[src/rtl/pipe_stage_buf.sv]
// Elastic E->M stage register: valid/ready handshake, optional 2-entry skid,
// flush that keeps the PC field, and a saturating back-pressure counter.
module pipe_stage_buf #(
  parameter int DATA_W   = 32,
  parameter int NFIELD   = 5,
  parameter int PC_FIELD = 1,
  parameter int SKID     = 1,
  parameter int CNT_W    = 16
) (
  input  logic                     clk,
  input  logic                     rst,
  input  logic                     in_valid,
  output logic                     in_ready,
  input  logic [NFIELD*DATA_W-1:0] in_data,
  input  logic                     flush,
  output logic                     out_valid,
  input  logic                     out_ready,
  output logic [NFIELD*DATA_W-1:0] out_data,
  output logic [CNT_W-1:0]         stall_cnt
);

  // state | meaning
  // EMPTY | nothing held
  // ONE   | head entry valid
  // TWO   | head and skid entries valid (SKID=1 only)
  localparam logic [1:0] EMPTY = 2'd0;
  localparam logic [1:0] ONE   = 2'd1;
  localparam logic [1:0] TWO   = 2'd2;

  localparam int W = NFIELD * DATA_W;

  logic [1:0]   state, state_nx;
  logic [W-1:0] head, head_nx;
  logic [W-1:0] skid, skid_nx;
  logic         rdy_q;
  logic         accept, emit;

  assign out_valid = (state != EMPTY);
  assign out_data  = head;
  assign in_ready  = (SKID != 0) ? rdy_q : (!out_valid || out_ready);
  assign accept    = in_valid && in_ready;
  assign emit      = out_valid && out_ready;

  always_comb begin
    state_nx = state;
    head_nx  = head;
    skid_nx  = skid;
    if (flush) begin
      // Bubble keeps the PC so recovery logic can still see where it was.
      state_nx = EMPTY;
      head_nx  = '0;
      head_nx[PC_FIELD*DATA_W +: DATA_W] = head[PC_FIELD*DATA_W +: DATA_W];
      skid_nx  = '0;
    end else begin
      case (state)
        EMPTY: begin
          if (accept) begin
            state_nx = ONE;
            head_nx  = in_data;
          end
        end
        ONE: begin
          if (emit && accept) begin
            head_nx = in_data;
          end else if (emit) begin
            state_nx = EMPTY;
          end else if (accept) begin
            state_nx = TWO;
            skid_nx  = in_data;
          end
        end
        TWO: begin
          if (emit) begin
            state_nx = ONE;
            head_nx  = skid;
          end
        end
        default: state_nx = EMPTY;
      endcase
    end
  end

  always_ff @(posedge clk) begin
    if (rst) begin
      state     <= EMPTY;
      head      <= '0;
      skid      <= '0;
      rdy_q     <= 1'b1;
      stall_cnt <= '0;
    end else begin
      state <= state_nx;
      head  <= head_nx;
      skid  <= skid_nx;
      rdy_q <= (state_nx != TWO);
      if (out_valid && !out_ready && (stall_cnt != {CNT_W{1'b1}}))
        stall_cnt <= stall_cnt + 1'b1;
    end
  end

endmodule

[config.mk]
export PLATFORM = sky130hd
export DESIGN_NAME = pipe_stage_buf
export DESIGN_NICKNAME = d
export VERILOG_FILES = /design/src/rtl/pipe_stage_buf.sv
export SDC_FILE = /design/constraint.sdc
export NUM_CORES = 1
export LEC_CHECK = 0
export BUFFER_PORTS_ARGS = -buffer_cell sky130_fd_sc_hd__buf_2
export CORE_MARGIN = 4
export CORE_UTILIZATION = 40
export DETAILED_ROUTE_END_ITERATION = 6
export GPL_TIMING_DRIVEN = 0
export PLACE_DENSITY_LB_ADDON = 0.25
export SLEW_MARGIN = 0
export SYNTH_ARGS = -nofsm -noshare
export SYNTH_HDL_FRONTEND = slang
export SYNTH_SLANG_ARGS = --single-unit
[constraint.sdc]
create_clock -name clk -period 2.1 [get_ports clk]
set_input_delay 0.21 -clock clk [delete_from_list [all_inputs] [get_ports clk]]
set_output_delay 0.21 -clock clk [all_outputs]
set_load 0.01 [all_outputs]
==> flow_summary.ini <==
[worst_hold_path]
timing.hold.worst.class = in2reg

[synthesis]
ys.flop_type = sky130_fd_sc_hd__dfxtp_1
postSynth.asyncResetShare_pct = 0
netlist_top_cells_count = 339 x sky130_fd_sc_hd__dfxtp_1, 324 x sky130_fd_sc_hd__nand2_1, 202 x sky130_fd_sc_hd__a21oi_1, 161 x sky130_fd_sc_hd__mux2i_1, 135 x sky130_fd_sc_hd__nor2_1
synth-edff-count = 0
synth.distinct_cells = 39
syn_inst = 1560
ys_ff_latch = 339
syn-mean-instance-area_um2 = 8.66
yosysWarnings = 0
post-synth-top-count-cell = sky130_fd_sc_hd__dfxtp_1
synth.cell_area_um2 = 13500
sequential_share_of_the_synthesized_area_pct = 50.2
syn-num-nets = 1726
synth_top_cell_by_area = sky130_fd_sc_hd__dfxtp_1
netlist.area_leader.share_pct = 50.2
ys_top_cells_by_area = sky130_fd_sc_hd__dfxtp_1 50%, sky130_fd_sc_hd__mux2i_1 12%, sky130_fd_sc_hd__nand2_1 9.0%

[worst_setup_path]
reg2reg_slack_ns = 0.08
crit_chain = nand4_1 -> or4b_4 -> or4_1 -> a21oi_1
critPathMaxFanout = 7
worstPathArrival_ns = 2.45
crit_path_max_delay_cell_type = sky130_fd_sc_hd__or4b_4
timing.setup.critical_path_class = reg2reg
critical_path.endpoint_type = flop
worst_path_largest_cell_delay_ns = 0.61
start_kind = flop
timing.critical_path.required_ns = 2.54

[final_layout]
finish.cell_count_without_fillers = 2587
final_nets = 2273
drive_above_1_share_pct = 22.9
syn_to_final_growth_pct = 39.4
final.fill_count = 3070

[floorplan]
fp.dieW_um = 192
start_util_pct = 40.4
floorplan.rows = 67
ios = 343
floorplan.die.height_um = 192
die_area_um2 = 36800
core_um2 = 33400

[sta]
max_clock_freq_mhz = 496
finClkSkew_ns = 0.0111
min_period_over_period_pct = 96.0
period_minus_slack_ns = 2.02
rsz0062_at_grt = yes
max-slew-margin-rel_pct = 59.4
maxSlewViolCount = 0
report.final.hold_viol_count = 0
worst_slew_pin_slew_ns = 0.608
hold_ws_ns = 0.0804
setup_viol = 0

[drt]
final_antenna_net_count = 0
drc_errors = 0
detail_route.wirelength_um = 44200
drtPass1Iterations = 5
route.vias.total = 13200
initialDrtViolationCount = 556
routed_wire_length_per_instance_um = 17.1
detail_routed_via_count_per_cell = 5.08

[placed_design]
gp_routability_congestion = 0.858
dp_hpwl_um = 30800
place.detailed.instances = 2349
place.port_buffers = 341

[clock_tree]
cts-root-to-sink-buffers = 3
clockRootBuffer = sky130_fd_sc_hd__clkbuf_16
cts_tree = done
tritoncts.num_buffers = 38
cts.reportedPaths.clkPinSlew_ns = 0.06
cts_num_sinks = 339
clock_insertion_delay_worst_skew_ns = 0.51
h-tree-depth = 2

[power_and_ir_drop]
worst_vdd_ir_uv = 523
p_switching_mw = 3.61
p_leak_nw = 8.61
p_per_area_nw_per_um2 = 794
share_of_total_power_in_sequential_cells_pct = 44.8
power.internal_mw = 11.3
power.clock.fraction_pct = 44.6
fraction_of_power_spent_switching_nets_pct = 24.1
power.share.combinational_pct = 10.6

[global_routing]
antenna_found_initial = 6
grt_pass1_vias = 12700
maximum_number_of_pins_on_one_net_before_global_route_repair = 14
global_route.usage.total_pct = 22.7
gr_util_met1_pct = 29.2
grtUsageMet2_pct = 38.0
grt_pass1_wl_um = 67700
total_congestion_overflow_after_global_routing = 0
busiest_layer = met2
grt_util_met3_pct = 5.42

[run_status]
status = finished clean

[run]
max_cap_viol_count = 0
path summary, 6_finish.rpt:
path / to / depth (start not counted) / startpoint
worst min register to register: skid[119] / 2 / skid[119]
worst max register to register: stall_cnt[15] / 4 / stall_cnt[5]
worst min-delay path: stall_cnt[9] / 3 / rst
worst max-delay path: stall_cnt[15] / 4 / stall_cnt[5]
repair_timing:
| item | CTS | global route |
|---|---|---|
| endpoints found under the hold margin | 160 | 0 |
| setup buffers | 1 | 6 |
| gates resized for setup | 32 | 40 |
| setup endpoints to repair | 298 | 248 |
| hold buffers | 160 | 0 |
| pin swaps | 1 | 3 |
placed cells by master, fill, tap and decap left out, drive strengths merged:
master / n
a21oi: 202
or2: 2
o21ba: 3
or4: 5
o31ai: 5
o22a: 1
ha: 1
buf: 390
or4b: 1
mux2i: 161
nand2: 324
and3: 2
nand4: 7
or3: 38
clkbuf: 148
o21ai: 39
o31a: 2
o21bai: 1
bufinv: 2
and4: 2
nand3: 7
inv: 1
nor3: 5
nor3b: 1
nor4: 3
mux2: 1
nand3b: 1
nand2b: 3
clkinvlp: 1
dlygate4sd3: 160
o21a: 2
o2111ai: 1
dfxtp: 339
a211oi: 128
xor2: 1
nor2: 135
nor2b: 2
diode: 6
clkinv: 6
cell type report:
cell class	count	area [um^2]	share of cell area, %
clock inverters	9	101	0.538
diodes	6	15.0	0.0797
flip-flops and latches	339	6790	36.0
well taps	448	561	2.98
inverters	1	3.75	0.0199
repair buffers	508	3360	17.8
plain buffers	133	643	3.41
clock buffers	57	1160	6.14
multi-input cells	1086	6210	33.0
worst max-delay path: cells and delay by family (launching register included):
| family | cells | cell delay (ns) |
|---|---|---|
| compound gates | 1 | 0.14 |
| flops | 1 | 0.43 |
| simple gates | 3 | 1.37 |
sequential cells by signal, summed over array words and instances, names as in the netlist:
signal	flops
stall_cnt	16
skid	160
state	2
out_data	160
in_ready	1
power groups by stage:
stage	sequential (mW)	combinational, mW	clock [mW]
finish	6.70	1.59	6.67
global route	6.71	1.74	7.09
CTS	6.69	1.58	6.82
detailed placement	6.83	1.32	0
global placement	6.83	1.31	0
floorplan	6.90	0.627	0
layer usage:
layer | vias up | wire (um)
met5 | - | 7
met4 | 2 | 1270
met3 | 86 | 3260
met2 | 418 | 20700
met1 | 6126 | 19000
li1 | 6519 | -
kinds of logic after synthesis:
logic type,synth area share [%]
adders and majority gates,0.0926
buffers and inverters,4.14
muxes,12.0
AOI/OAI and AO/OA,17.0
and+or+nand+nor,16.5
xor gates and xnor gates,0.0648
DFF,50.2
stage by stage:
stage	instance area, um^2	setup WS, ns	TNS, ns	power [mW]	util, %
3_5_place_dp	15800	-0.852	-192.21	8.15	47.2
5_1_grt	18800	-0.0170	-0.0743	15.5	56.3
3_3_place_gp	15800	-1.13	-217.67	8.13	47.2
2_1_floorplan	13500	0.0849	0	7.52	-
4_1_cts	18700	0.00256	0	15.1	56.0
6_report	18800	0.0848	0	15.0	56.3
Note: power is estimated with default switching activity, not from simulation.
